**config.mk**
```make
export PLATFORM = sky130hd
export DESIGN_NAME = ps2_host_tx
export DESIGN_NICKNAME = d
export VERILOG_FILES = /design/src/rtl/ps2_host_tx.sv
export SDC_FILE = /design/constraint.sdc
export NUM_CORES = 1
export LEC_CHECK = 0
export CORE_MARGIN = 4
export CORE_UTILIZATION = 35
export CTS_CLUSTER_DIAMETER = 100
export DETAILED_ROUTE_END_ITERATION = 6
export SLEW_MARGIN = 40
export SYNTH_ARGS = -nofsm -noshare
export SYNTH_HDL_FRONTEND = slang
export SYNTH_SLANG_ARGS = --single-unit
```
**constraint.sdc**
```tcl
create_clock -name iCLK_50 -period 2.9 [get_ports iCLK_50]
set_input_delay 0.725 -clock iCLK_50 [delete_from_list [all_inputs] [get_ports iCLK_50]]
set_output_delay 0.725 -clock iCLK_50 [all_outputs]
set_load 0.02 [all_outputs]
```
**src/rtl/ps2_host_tx.sv**
```systemverilog
// PS/2 host-to-device transmitter: RTS clock inhibit, then start/8 data/parity/stop on device clock, then ack check.
// Latency: clock OE one cycle after accepted iWR; data bit updates one cycle after each filtered device-clock fall.
// Backpressure: iWR accepted only in IDLE (oBUSY low); strobes while busy are dropped.
module ps2_host_tx #(
    parameter int RTS_CYC = 5000,
    parameter int REQ_CYC = 50,
    parameter int TMO_CYC = 750000
) (
    input  logic       iCLK_50,
    input  logic       iKEY,
    input  logic       iWR,
    input  logic [7:0] iDATA,
    input  logic       PS2_KBCLK,
    input  logic       PS2_KBDAT,
    output logic       oPS2C_OE,
    output logic       oPS2D_OE,
    output logic       oBUSY,
    output logic       oDONE,
    output logic       oERR
);

    localparam logic [19:0] RTS_LAST = 20'(RTS_CYC - 1);
    localparam logic [19:0] REQ_LAST = 20'(REQ_CYC - 1);
    localparam logic [19:0] TMO_LAST = 20'(TMO_CYC - 1);

    typedef enum logic [2:0] {
        S_IDLE,
        S_RTS,
        S_REQ,
        S_DATA,
        S_STOP,
        S_ACK,
        S_WAITIDLE
    } state_t;

    logic [1:0] clk_sync;
    logic [1:0] dat_sync;
    logic [7:0] clk_hist;
    logic       clk_filt;
    logic       fall;
    logic       dat_s;

    state_t      state;
    logic [8:0]  shifter;
    logic [3:0]  bit_cnt;
    logic [19:0] timer;
    logic        nack;

    assign dat_s = dat_sync[1];

    // Filtered clock only moves when all 8 history samples agree, so short glitches are invisible.
    always_ff @(posedge iCLK_50 or negedge iKEY) begin
        if (!iKEY) begin
            clk_sync <= 2'b11;
            dat_sync <= 2'b11;
            clk_hist <= 8'hFF;
            clk_filt <= 1'b1;
            fall     <= 1'b0;
        end else begin
            clk_sync <= {clk_sync[0], PS2_KBCLK};
            dat_sync <= {dat_sync[0], PS2_KBDAT};
            clk_hist <= {clk_hist[6:0], clk_sync[1]};
            fall     <= 1'b0;
            if (clk_hist == 8'hFF) begin
                clk_filt <= 1'b1;
            end else if (clk_hist == 8'h00) begin
                if (clk_filt) begin
                    fall <= 1'b1;
                end
                clk_filt <= 1'b0;
            end
        end
    end

    always_ff @(posedge iCLK_50 or negedge iKEY) begin
        if (!iKEY) begin
            state    <= S_IDLE;
            shifter  <= '0;
            bit_cnt  <= '0;
            timer    <= '0;
            nack     <= 1'b0;
            oPS2C_OE <= 1'b0;
            oPS2D_OE <= 1'b0;
            oBUSY    <= 1'b0;
            oDONE    <= 1'b0;
            oERR     <= 1'b0;
        end else begin
            oDONE <= 1'b0;
            oERR  <= 1'b0;
            case (state)
                S_IDLE: begin
                    oPS2C_OE <= 1'b0;
                    oPS2D_OE <= 1'b0;
                    oBUSY    <= 1'b0;
                    if (iWR) begin
                        shifter  <= {~^iDATA, iDATA};
                        timer    <= '0;
                        oBUSY    <= 1'b1;
                        oPS2C_OE <= 1'b1;
                        state    <= S_RTS;
                    end
                end
                S_RTS: begin
                    if (timer == RTS_LAST) begin
                        timer    <= '0;
                        oPS2D_OE <= 1'b1;
                        state    <= S_REQ;
                    end else begin
                        timer <= timer + 20'd1;
                    end
                end
                S_REQ: begin
                    if (timer == REQ_LAST) begin
                        timer    <= '0;
                        bit_cnt  <= '0;
                        oPS2C_OE <= 1'b0;
                        state    <= S_DATA;
                    end else begin
                        timer <= timer + 20'd1;
                    end
                end
                S_DATA, S_STOP, S_ACK, S_WAITIDLE: begin
                    if (fall && state != S_WAITIDLE) begin
                        timer <= '0;
                        if (state == S_DATA) begin
                            oPS2D_OE <= ~shifter[0];
                            shifter  <= {1'b0, shifter[8:1]};
                            bit_cnt  <= bit_cnt + 4'd1;
                            if (bit_cnt == 4'd8) begin
                                state <= S_STOP;
                            end
                        end else if (state == S_STOP) begin
                            oPS2D_OE <= 1'b0;
                            state    <= S_ACK;
                        end else begin
                            nack  <= dat_s;
                            state <= S_WAITIDLE;
                        end
                    end else if (state == S_WAITIDLE && clk_filt && dat_s) begin
                        oDONE <= 1'b1;
                        oERR  <= nack;
                        oBUSY <= 1'b0;
                        state <= S_IDLE;
                    end else if (timer == TMO_LAST) begin
                        // Device stopped clocking or never released the bus: abandon the frame.
                        oPS2C_OE <= 1'b0;
                        oPS2D_OE <= 1'b0;
                        oDONE    <= 1'b1;
                        oERR     <= 1'b1;
                        oBUSY    <= 1'b0;
                        state    <= S_IDLE;
                    end else begin
                        timer <= timer + 20'd1;
                    end
                end
                default: state <= S_IDLE;
            endcase
        end
    end

endmodule

```
Word level (Yosys, flattened, before mapping). Index checks and enable logic that the tools add are counted. Widths: inputs -> output; s select.

Bits in registers: 56. Output and inout port bits: 5. Word-level logic and storage cells: 119. Bits of input ports: 13.

Muxes and demuxes: 51. Equality and inequality tests: 27. Bitwise logic cells: 3. Reductions and logical operators: 21. Add/subtract/negate cells: 2.

Operators with widths (count): $mux 20 (6); $pmux 20 s4 (1); $mux 9 (3); $mux 3 (8); $mux 1 (23); $add 20x1->20 const B (1); $eq 20x13->1 const B (1); $eq 20x20->1 const B (1); $eq 20x6->1 const B (1); $pmux 9 s2 (1); $ne 2x2->1 const B (8); $reduce_and 4->1 (4); $ne 3x3->1 const B (5); $reduce_and 5->1 (3); $mux 4 (3); $ne 4x4->1 const B (3); $pmux 3 s4 (1); $eq 3x3->1 const B (3); $eq 8x8->1 const B (1); $logic_not 8->1 (1); $pmux 4 s2 (1); $reduce_xnor 8->1 (1); $eq 3x2->1 const B (2); $pmux 1 s3 (2); 13 further kinds (20).

Depth between registers and ports, before layout. Gate-level depths: netlist of the first run.

Depth after elaboration: 6. Mapped depth: 9. Depth with buffers taken out: 8.

Worst setup path before layout of the first run. OpenSTA, ideal clock, no wires.

Path kind: flip-flop to flip-flop. Start: register timer[15]. End: register timer[11]. Library setup time: 128 ps. Setup slack: 895 ps. Stages on the path, launching flop included: 8. Path buffers: 1. Period minus slack after synthesis: 2005 ps. Required time: 2772 ps. Arrival: 1877 ps. Cell sequence: dfrtp_1 > nor4_2 > nand3b_1 > o311ai_4 > nand3_2 > buf_2 > a31oi_1 > o31ai_1.

Word-level cells in the longest chain between the ends: 3. Elaborated cells between the ends (all ways): 8. Those cells by class: eq/ne: 4; mux: 3; reduce/logical: 1.

Ends and longest elaborated chain: from (decl) (RTL line 46) `logic [19:0] timer;`; from (signal assigned) (RTL line 109) `timer <= timer + 20'd1;`; from (signal assigned) (RTL line 119) `timer <= timer + 20'd1;`; from (signal assigned) (RTL line 153) `timer <= timer + 20'd1;`; $eq 20x20->1, or another cell as far along (RTL line 144) `end else if (timer == TMO_LAST) begin`; $ne 3x3->1 (no line), or another cell as far along; $reduce_and 4->1 (no line) or $pmux 20 s4 (tied branches).

Several ways; a longest one is shown, not always the timed one. A chain may end at the register's enable or synchronous reset.

Worst setup path in the final report of the first run.
Start: register timer[16]. End: register state[0].

Word-level cells in the longest chain between the ends: 3. Elaborated cells between the ends (all ways): 7. Those cells by class: eq/ne: 6; reduce/logical: 1.

Ends and longest elaborated chain: $eq 20x20->1, or another cell as far along (RTL line 144); $ne 4x4->1 (no line) or $ne 2x2->1 (tied branches); $reduce_and 5->1 (no line) (*); to (signal assigned) (RTL line 143) `state <= S_IDLE;`; to (signal assigned) (RTL line 151) `state <= S_IDLE;`; to (signal assigned) (RTL line 156) `default: state <= S_IDLE;`; to (decl) (RTL line 43) `state_t state;`.

Every way passes the cells marked *; elsewhere a longest branch is shown, timed or not.

==> reports/summary.json, run 1 <==
{
  "critical_path": {
    "worst_setup_path_start_kind": "register",
    "r2r_end": "state[0]",
    "crit_path_end_kind": "register",
    "cp_data_required_time_ns": 3.09,
    "worstRegToRegCells": 6,
    "regToRegStartpoint": "timer[16]",
    "kind_of_critical_path": "register to register",
    "arrival_ns": 2.50,
    "reg2reg_slack_ns": 0.59,
    "crit_fanout": 7
  },
  "worst_hold_path": {
    "min_to": "clk_hist[0]",
    "hold_path_startpoint": "clk_sync[1]",
    "timing.hold.worst.class": "register to register",
    "min_delay_path_depth": 0
  },
  "global_route": {
    "top_usage_layer": "met2",
    "global_route.usage.met3_pct": 2.363,
    "grt_start_max_net_pins": 30,
    "number_of_antenna_violations_at_the_first_check_in_global_routing": 0,
    "number_of_global_route_vias_before_repair": 2315,
    "grt_util_all_layers_pct": 13.11,
    "use_met2_pct": 21.00,
    "overflow_left_after_global_routing": 0,
    "global_route_wire_length_before_repair_um": 10940,
    "use_met1_pct": 18.54
  },
  "clocking": {
    "worst_setup_hold_path_clk_slew_ns": 0.10,
    "cts_tree": "yes",
    "max-clock-path-buffers": 2,
    "cts_made_buffers": 5,
    "post_cts_setup_inserts": 0,
    "post_cts.resized_instances": 0,
    "clock_root_buffer_master": "sky130_fd_sc_hd__clkbuf_8",
    "tritoncts_num_sinks": 56,
    "htree_levels": 2,
    "ctsHoldBuffers": 0,
    "clock_insertion_delay_worst_skew_ns": 0.31
  },
  "yosys": {
    "synth_seq_cells": 56,
    "syn_area_per_cell_um2": 9.645,
    "netlist_top_cells_area": "sky130_fd_sc_hd__dfrtp_1 (36%), sky130_fd_sc_hd__dfstp_2 (11%), sky130_fd_sc_hd__nand3_1 (4.5%), sky130_fd_sc_hd__nand2_1 (4.2%), sky130_fd_sc_hd__a21oi_1 (3.2%)",
    "synth_most_common_cell": "sky130_fd_sc_hd__dfrtp_1",
    "yosysSeqAreaShare_pct": 47.57,
    "synth_top_area_share_pct": 36.10,
    "synthesis.nets": 326,
    "synth_top_area_cell": "sky130_fd_sc_hd__dfrtp_1",
    "yosysUniqueCellTypes": 57,
    "ys_async_sr_fraction_pct": 100.0,
    "post_synth_inst_count": 309,
    "synthesized_area_um2": 2980,
    "netlist_top_cells_count": "sky130_fd_sc_hd__dfrtp_1 (43), sky130_fd_sc_hd__nand2_1 (33), sky130_fd_sc_hd__nand3_1 (27)",
    "top_reg_cell_synth": "sky130_fd_sc_hd__dfrtp_1",
    "synth_edf_count": 0,
    "ys.warnings.count": 0
  },
  "sta": {
    "whs_ns": 0.3604,
    "min_period_over_period_pct": 79.79,
    "worst_clock_skew_ns": 0.007073,
    "fin_crit_ns": 2.314,
    "rsz0062_at_grt": "false",
    "setup-tns-final_ns": 0,
    "timing_max_transition_violations_final": 0,
    "report.final.setup_viol": 0,
    "timing_worst_slew_pin_value_ns": 0.6892,
    "max-slew-margin-rel_pct": 54.05,
    "max_freq_mhz": 432.2,
    "worst_slack_ns": 0.5861,
    "final_count_of_hold_timing_violations": 0
  },
  "pwr": {
    "power.share.combinational_pct": 39.7,
    "clock_power_share_pct": 18.1,
    "power.static_leakage_nw": 1.357,
    "pwr-share-seq_pct": 42.2,
    "irDropWorstVdd_v": 0.0002650,
    "switching_share_pct": 39.15,
    "net-switching-power_w": 0.0009669,
    "internal-power_w": 0.001503,
    "power-per-cell-area_nw_per_um2": 734.6
  },
  "finish": {
    "multiInputGateArea_um2": 1463,
    "finalCoreUtilization_pct": 40.71,
    "syn_to_final_growth_pct": 12.80,
    "footprint_of_the_flip_flops_and_latches_um2": 1418,
    "final_layout_size_suffix_gt1_share_pct": 11.96,
    "insertedDiodeCount": 0,
    "design.final.nets": 342,
    "fillerInstances": 831
  },
  "floorplan": {
    "io-pin-count": 18,
    "die_area_um2": 10060,
    "start_util_pct": 36.09,
    "die_w_um": 100.3,
    "floorplan.rows": 33,
    "fp.dieH_um": 100.3,
    "core_area_um2": 8258
  },
  "placement": {
    "gp_congestion": 0.9281,
    "place.detailed.hpwl_um": 4621,
    "portbufs": 17,
    "dp_slack_ns": 0.5059
  },
  "drt": {
    "detail_route.vias_per_cell": 5.633,
    "routed-via-count": 2428,
    "drt-wirelength-per-cell_um": 14.90,
    "drc_viols": 0,
    "final_antenna_net_count": 0,
    "totalWireLength_um": 6422,
    "drc_marker_count_from_the_first_detailed_route_iteration": 228,
    "drtPass1Iterations": 4
  },
  "status": {
    "outcome": "complete, no violations"
  },
  "run": {
    "timing.max_cap.violations": 0
  }
}
## cell families after synthesis
logic type,after synthesis,share of synthesized area [%]
and+or+nand+nor,129,22.88
AOI/OAI and AO/OA,77,17.93
adders and majority gates,4,1.679
muxes,9,3.107
buffers and inverters,23,3.358
DFF,56,47.57
xor gates and xnor gates,11,3.485
## metrics by stage
stage / power (W) / instances / area (um^2)
2_1_floorplan: 0.001754 / 309 / 2980
3_3_place_gp: 0.002025 / 423 / 3268
3_5_place_dp: 0.002038 / 423 / 3268
4_1_cts: 0.002494 / 431 / 3362
5_1_grt: 0.002636 / 431 / 3362
6_report: 0.002470 / 431 / 3362
## critical path, stage by stage (launching register included)
cell and delay [ns]:
sky130_fd_sc_hd__dfrtp_1 0.46, sky130_fd_sc_hd__nor4_1 0.45, sky130_fd_sc_hd__nand4_1 0.16, sky130_fd_sc_hd__o21ai_1 0.42, sky130_fd_sc_hd__and3_1 0.25, sky130_fd_sc_hd__o21ai_1 0.11
sky130_fd_sc_hd__mux2_1 0.34
## metal layers
layer | wire length (um) | vias up
met1 | 3124 | 1184
li1 | - | 1175
met4 | 59 | 0
met3 | 278 | 7
met2 | 2959 | 62
met5 | 0 | -
## state kept, by name (all words and copies together), names as in the netlist, 2 cells and up
signal,flops
dat_sync,2
state,3
timer,20
clk_sync,2
clk_hist,8
shifter,9
bit_cnt,4
## worst max-delay path by stage
stage	start	end	slack (ns)	depth (start not counted)
after floorplan	timer[15]	timer[11]	0.90	7
after global placement	iWR	timer[19]	0.58	6
after detailed placement	iWR	timer[19]	0.51	6
after CTS	timer[15]	state[0]	0.63	6
after global routing	timer[1]	state[0]	0.40	8
final	timer[16]	state[0]	0.59	6
## area by class of cell
type	instances	area share [%]
Sequential cell	56	42.17
Clock buffer	7	2.568
Multi-Input combinational cell	230	43.51
Tap cell	105	3.908
Timing Repair Buffer	23	6.625
Inverter	9	1.005
Clock inverter	1	0.2233
## power groups by stage
| stage | logic [W] | registers (W) | clock network, W |
|---|---|---|---|
| floorplan | 0.000728 | 0.00103 | 0 |
| global placement | 0.000969 | 0.00106 | 0 |
| detailed placement | 0.000980 | 0.00106 | 0 |
| CTS | 0.000984 | 0.00104 | 0.000466 |
| global route | 0.00108 | 0.00107 | 0.000494 |
| finish | 0.000981 | 0.00104 | 0.000446 |
## cells in the final DEF, fill, tap and decap left out, types with 8 or more instances in the layout
| cell type | netlist | final |
|---|---|---|
| sky130_fd_sc_hd__dfrtp_1 | 43 | 43 |
| sky130_fd_sc_hd__nand2_1 | 33 | 33 |
| sky130_fd_sc_hd__nand3_1 | 27 | 27 |
| sky130_fd_sc_hd__nor2_1 | 19 | 19 |
| sky130_fd_sc_hd__a21oi_1 | 19 | 19 |
| sky130_fd_sc_hd__clkdlybuf4s50_1 | 0 | 16 |
| sky130_fd_sc_hd__dfstp_2 | 13 | 13 |
| sky130_fd_sc_hd__and3_1 | 12 | 12 |
| sky130_fd_sc_hd__a31oi_1 | 11 | 11 |
| sky130_fd_sc_hd__o31ai_1 | 10 | 10 |
| sky130_fd_sc_hd__o21ai_0 | 9 | 9 |
| sky130_fd_sc_hd__inv_1 | 8 | 8 |
No activity file was read; power rests on OpenSTA's default activity.
==> run 2, diff against run 1 <==
==> constraint.sdc (replaced) <==
create_clock -name iCLK_50 -period 2.4 [get_ports iCLK_50]
set_input_delay 0.6 -clock iCLK_50 [delete_from_list [all_inputs] [get_ports iCLK_50]]
set_output_delay 0.6 -clock iCLK_50 [all_outputs]
set_load 0.02 [all_outputs]
==> reports/summary.json, run 2 (synthesized netlist as in run 1, its figures left out) <==
{
  "run": {
    "timing.max_cap.violations": {"value": 0, "change": "unchanged"}
  },
  "finish": {
    "layout_common_cells": "sky130_fd_sc_hd__dfrtp_1 (43), sky130_fd_sc_hd__nand2_1 (33), sky130_fd_sc_hd__nand3_1 (27)",
    "reg_top3": "timer x20, shifter x9, clk_hist x8",
    "finish.instance_area": {"value": 3492, "unit": "um^2", "change": "+3.9%"},
    "largest-register": "timer",
    "largest_register_ff_count": {"value": 20, "change": "unchanged"},
    "design.final.nets": {"value": 356, "change": "+4.1%"},
    "syn_to_final_growth_pct": 17.17,
    "final_layout_size_suffix_gt1_share": {"value": 15.59, "unit": "%", "change": "+3.6 points"},
    "most_frequent_standard_cell_in_the_layout_excluding_fill_and_tap_cells": "sky130_fd_sc_hd__dfrtp_1",
    "insertedDiodeCount": {"value": 0, "change": "unchanged"}
  },
  "clocking": {
    "post_cts_setup_inserts": {"value": 0, "change": "unchanged"},
    "htree_levels": {"value": 2, "change": "unchanged"},
    "cts_tree": "yes",
    "cts_made_buffers": {"value": 5, "change": "unchanged"},
    "clock_root_buffer_master": "sky130_fd_sc_hd__clkbuf_8",
    "clock_insertion_delay_worst_skew": {"value": 0.31, "unit": "ns", "change": "about the same"},
    "post_cts.resized_instances": {"value": 0, "change": "unchanged"},
    "ctsHoldBuffers": {"value": 0, "change": "unchanged"},
    "tritoncts_num_sinks": {"value": 56, "change": "unchanged"},
    "max-clock-path-buffers": {"value": 2, "change": "unchanged"},
    "worst_setup_hold_path_clk_slew": {"value": 0.10, "unit": "ns", "change": "about the same"}
  },
  "floorplan": {
    "fp.dieH": {"value": 100.3, "unit": "um", "change": "unchanged"},
    "start_util": {"value": 36.09, "unit": "%", "change": "unchanged"},
    "die_area": {"value": 10060, "unit": "um^2", "change": "unchanged"},
    "core_area": {"value": 8258, "unit": "um^2", "change": "unchanged"},
    "io-pin-count": {"value": 18, "change": "unchanged"},
    "floorplan.rows": {"value": 33, "change": "unchanged"},
    "die_w": {"value": 100.3, "unit": "um", "change": "unchanged"}
  },
  "critical_path": {
    "worstRegToRegCells": {"value": 6, "change": "unchanged"},
    "reg2reg_slack": {"value": 0.19, "unit": "ns", "change": "-0.40 ns"},
    "crit_fanout": {"value": 7, "change": "unchanged"},
    "kind_of_critical_path": "register to register",
    "cp_data_required_time": {"value": 2.60, "unit": "ns", "change": "-0.49 ns"},
    "crit_path_end_kind": "register",
    "arrival": {"value": 2.41, "unit": "ns", "change": "-0.09 ns"},
    "worst_setup_path_start_kind": "register"
  },
  "sta": {
    "min_period_over_period": {"value": 92.08, "unit": "%", "change": "+12 points"},
    "setup-tns-final": {"value": 0, "unit": "ns", "change": "unchanged"},
    "worst_clock_skew": {"value": 0.01254, "unit": "ns", "change": "+0.005467 ns"},
    "timing_worst_slew_pin_value": {"value": 0.4430, "unit": "ns", "change": "-0.2463 ns"},
    "rsz0062_at_grt": "false",
    "worst_slack": {"value": 0.1902, "unit": "ns", "change": "-0.3960 ns"},
    "max-slew-margin-rel": {"value": 70.20, "unit": "%", "change": "+16 points"},
    "whs": {"value": 0.2677, "unit": "ns", "change": "-0.09270 ns"},
    "fin_crit": {"value": 2.210, "unit": "ns", "change": "-0.1040 ns"},
    "timing_max_transition_violations_final": {"value": 0, "change": "unchanged"},
    "max_freq": {"value": 452.5, "unit": "MHz", "change": "+4.7%"},
    "report.final.setup_viol": {"value": 0, "change": "unchanged"},
    "final_count_of_hold_timing_violations": {"value": 0, "change": "unchanged"}
  },
  "drt": {
    "drc_marker_count_from_the_first_detailed_route_iteration": {"value": 140, "change": "-39%"},
    "detail_route.vias_per_cell": {"value": 5.573, "change": "-1.1%"},
    "drtPass1Iterations": {"value": 4, "change": "unchanged"},
    "routed-via-count": {"value": 2480, "change": "+2.1%"},
    "drc_viols": {"value": 0, "change": "unchanged"},
    "drt-wirelength-per-cell": {"value": 15.23, "unit": "um", "change": "+2.2%"},
    "final_antenna_net_count": {"value": 0, "change": "unchanged"},
    "totalWireLength": {"value": 6777, "unit": "um", "change": "+5.5%"}
  },
  "placement": {
    "place.detailed.hpwl": {"value": 4851, "unit": "um", "change": "+5.0%"},
    "portbufs": {"value": 17, "change": "unchanged"},
    "postPlaceCellArea": {"value": 3398, "unit": "um^2", "change": "+4.0%"},
    "dp_slack": {"value": 0.1603, "unit": "ns", "change": "-0.3456 ns"},
    "gp_congestion": {"value": 0.9440, "change": "+1.7%"}
  },
  "worst_hold_path": {
    "timing.hold.worst.class": "input port to asynchronous set/reset pin"
  },
  "pwr": {
    "power.static_leakage": {"value": 1.436, "unit": "nW", "change": "+5.8%"},
    "irDropWorstVdd": {"value": 0.0004434, "unit": "V", "change": "+67%"},
    "power-per-cell-area": {"value": 905.6, "unit": "nW/um^2", "change": "+23%"}
  },
  "global_route": {
    "number_of_antenna_violations_at_the_first_check_in_global_routing": {"value": 0, "change": "unchanged"},
    "global_route_wire_length_before_repair": {"value": 11590, "unit": "um", "change": "+5.9%"},
    "number_of_global_route_vias_before_repair": {"value": 2386, "change": "+3.1%"},
    "overflow_left_after_global_routing": {"value": 0, "change": "unchanged"},
    "grt_util_all_layers": {"value": 14.01, "unit": "%", "change": "+0.90 points"},
    "grt_start_max_net_pins": {"value": 57, "change": "+90%"}
  },
  "status": {
    "outcome": "complete, no violations"
  }
}
==> run 2: metal layers <==
layer  up-vias  wire, um  track usage [%]  part of all wire, %
met5         -         0                0                    0
li1       1206         -                -                    -
met2        57      3317            23.55                   49
met4         0        22            2.591                 0.32
met1      1213      3182            18.90                   47
met3         4       255            2.780                  3.8
==> run 2: final cells by class <==
type | count | area [um^2]
clock buffer | 7 | 86.33
clock inverter | 1 | 7.507
fill | 802 | 4766
inverter | 9 | 33.78
multi-input combinational | 230 | 1463
sequential | 56 | 1418
tap | 105 | 131.4
timing repair buffer | 37 | 352.8
==> run 2: worst paths after layout <==
path	from	end
max reg2reg	timer[15]	state[0]
min	iKEY	oDONE
max in group asynchronous	iKEY	clk_sync[0]
min reg2reg	dat_sync[0]	dat_sync[1]
min in group iCLK_50	dat_sync[0]	dat_sync[1]
max	timer[15]	state[0]
==> run 2: critical path: stages (launching register included) <==
cell                       delay (ns)
sky130_fd_sc_hd__dfrtp_1         0.47
sky130_fd_sc_hd__nor4_2          0.40
sky130_fd_sc_hd__nand3b_1        0.17
sky130_fd_sc_hd__o311ai_4        0.40
sky130_fd_sc_hd__and3_1          0.23
sky130_fd_sc_hd__o21ai_1         0.11
sky130_fd_sc_hd__mux2_1          0.32
==> run 2: stage by stage <==
| stage | utilization [%] | total power [W] | std cells |
|---|---|---|---|
| after global routing | 42.29 | 0.003397 | 445 |
| after global placement | 41.15 | 0.002622 | 437 |
| after floorplan | - | 0.002119 | 309 |
| final | 42.29 | 0.003162 | 445 |
| after CTS | 42.29 | 0.003192 | 445 |
| after detailed placement | 41.15 | 0.002640 | 437 |
==> run 2: where the power goes <==
part           internal, W  switching, W  total (W)
sequential         0.00111      0.000147    0.00126
combinational     0.000605      0.000761    0.00137
clock             0.000236      0.000303   0.000539
total              0.00195       0.00121    0.00316
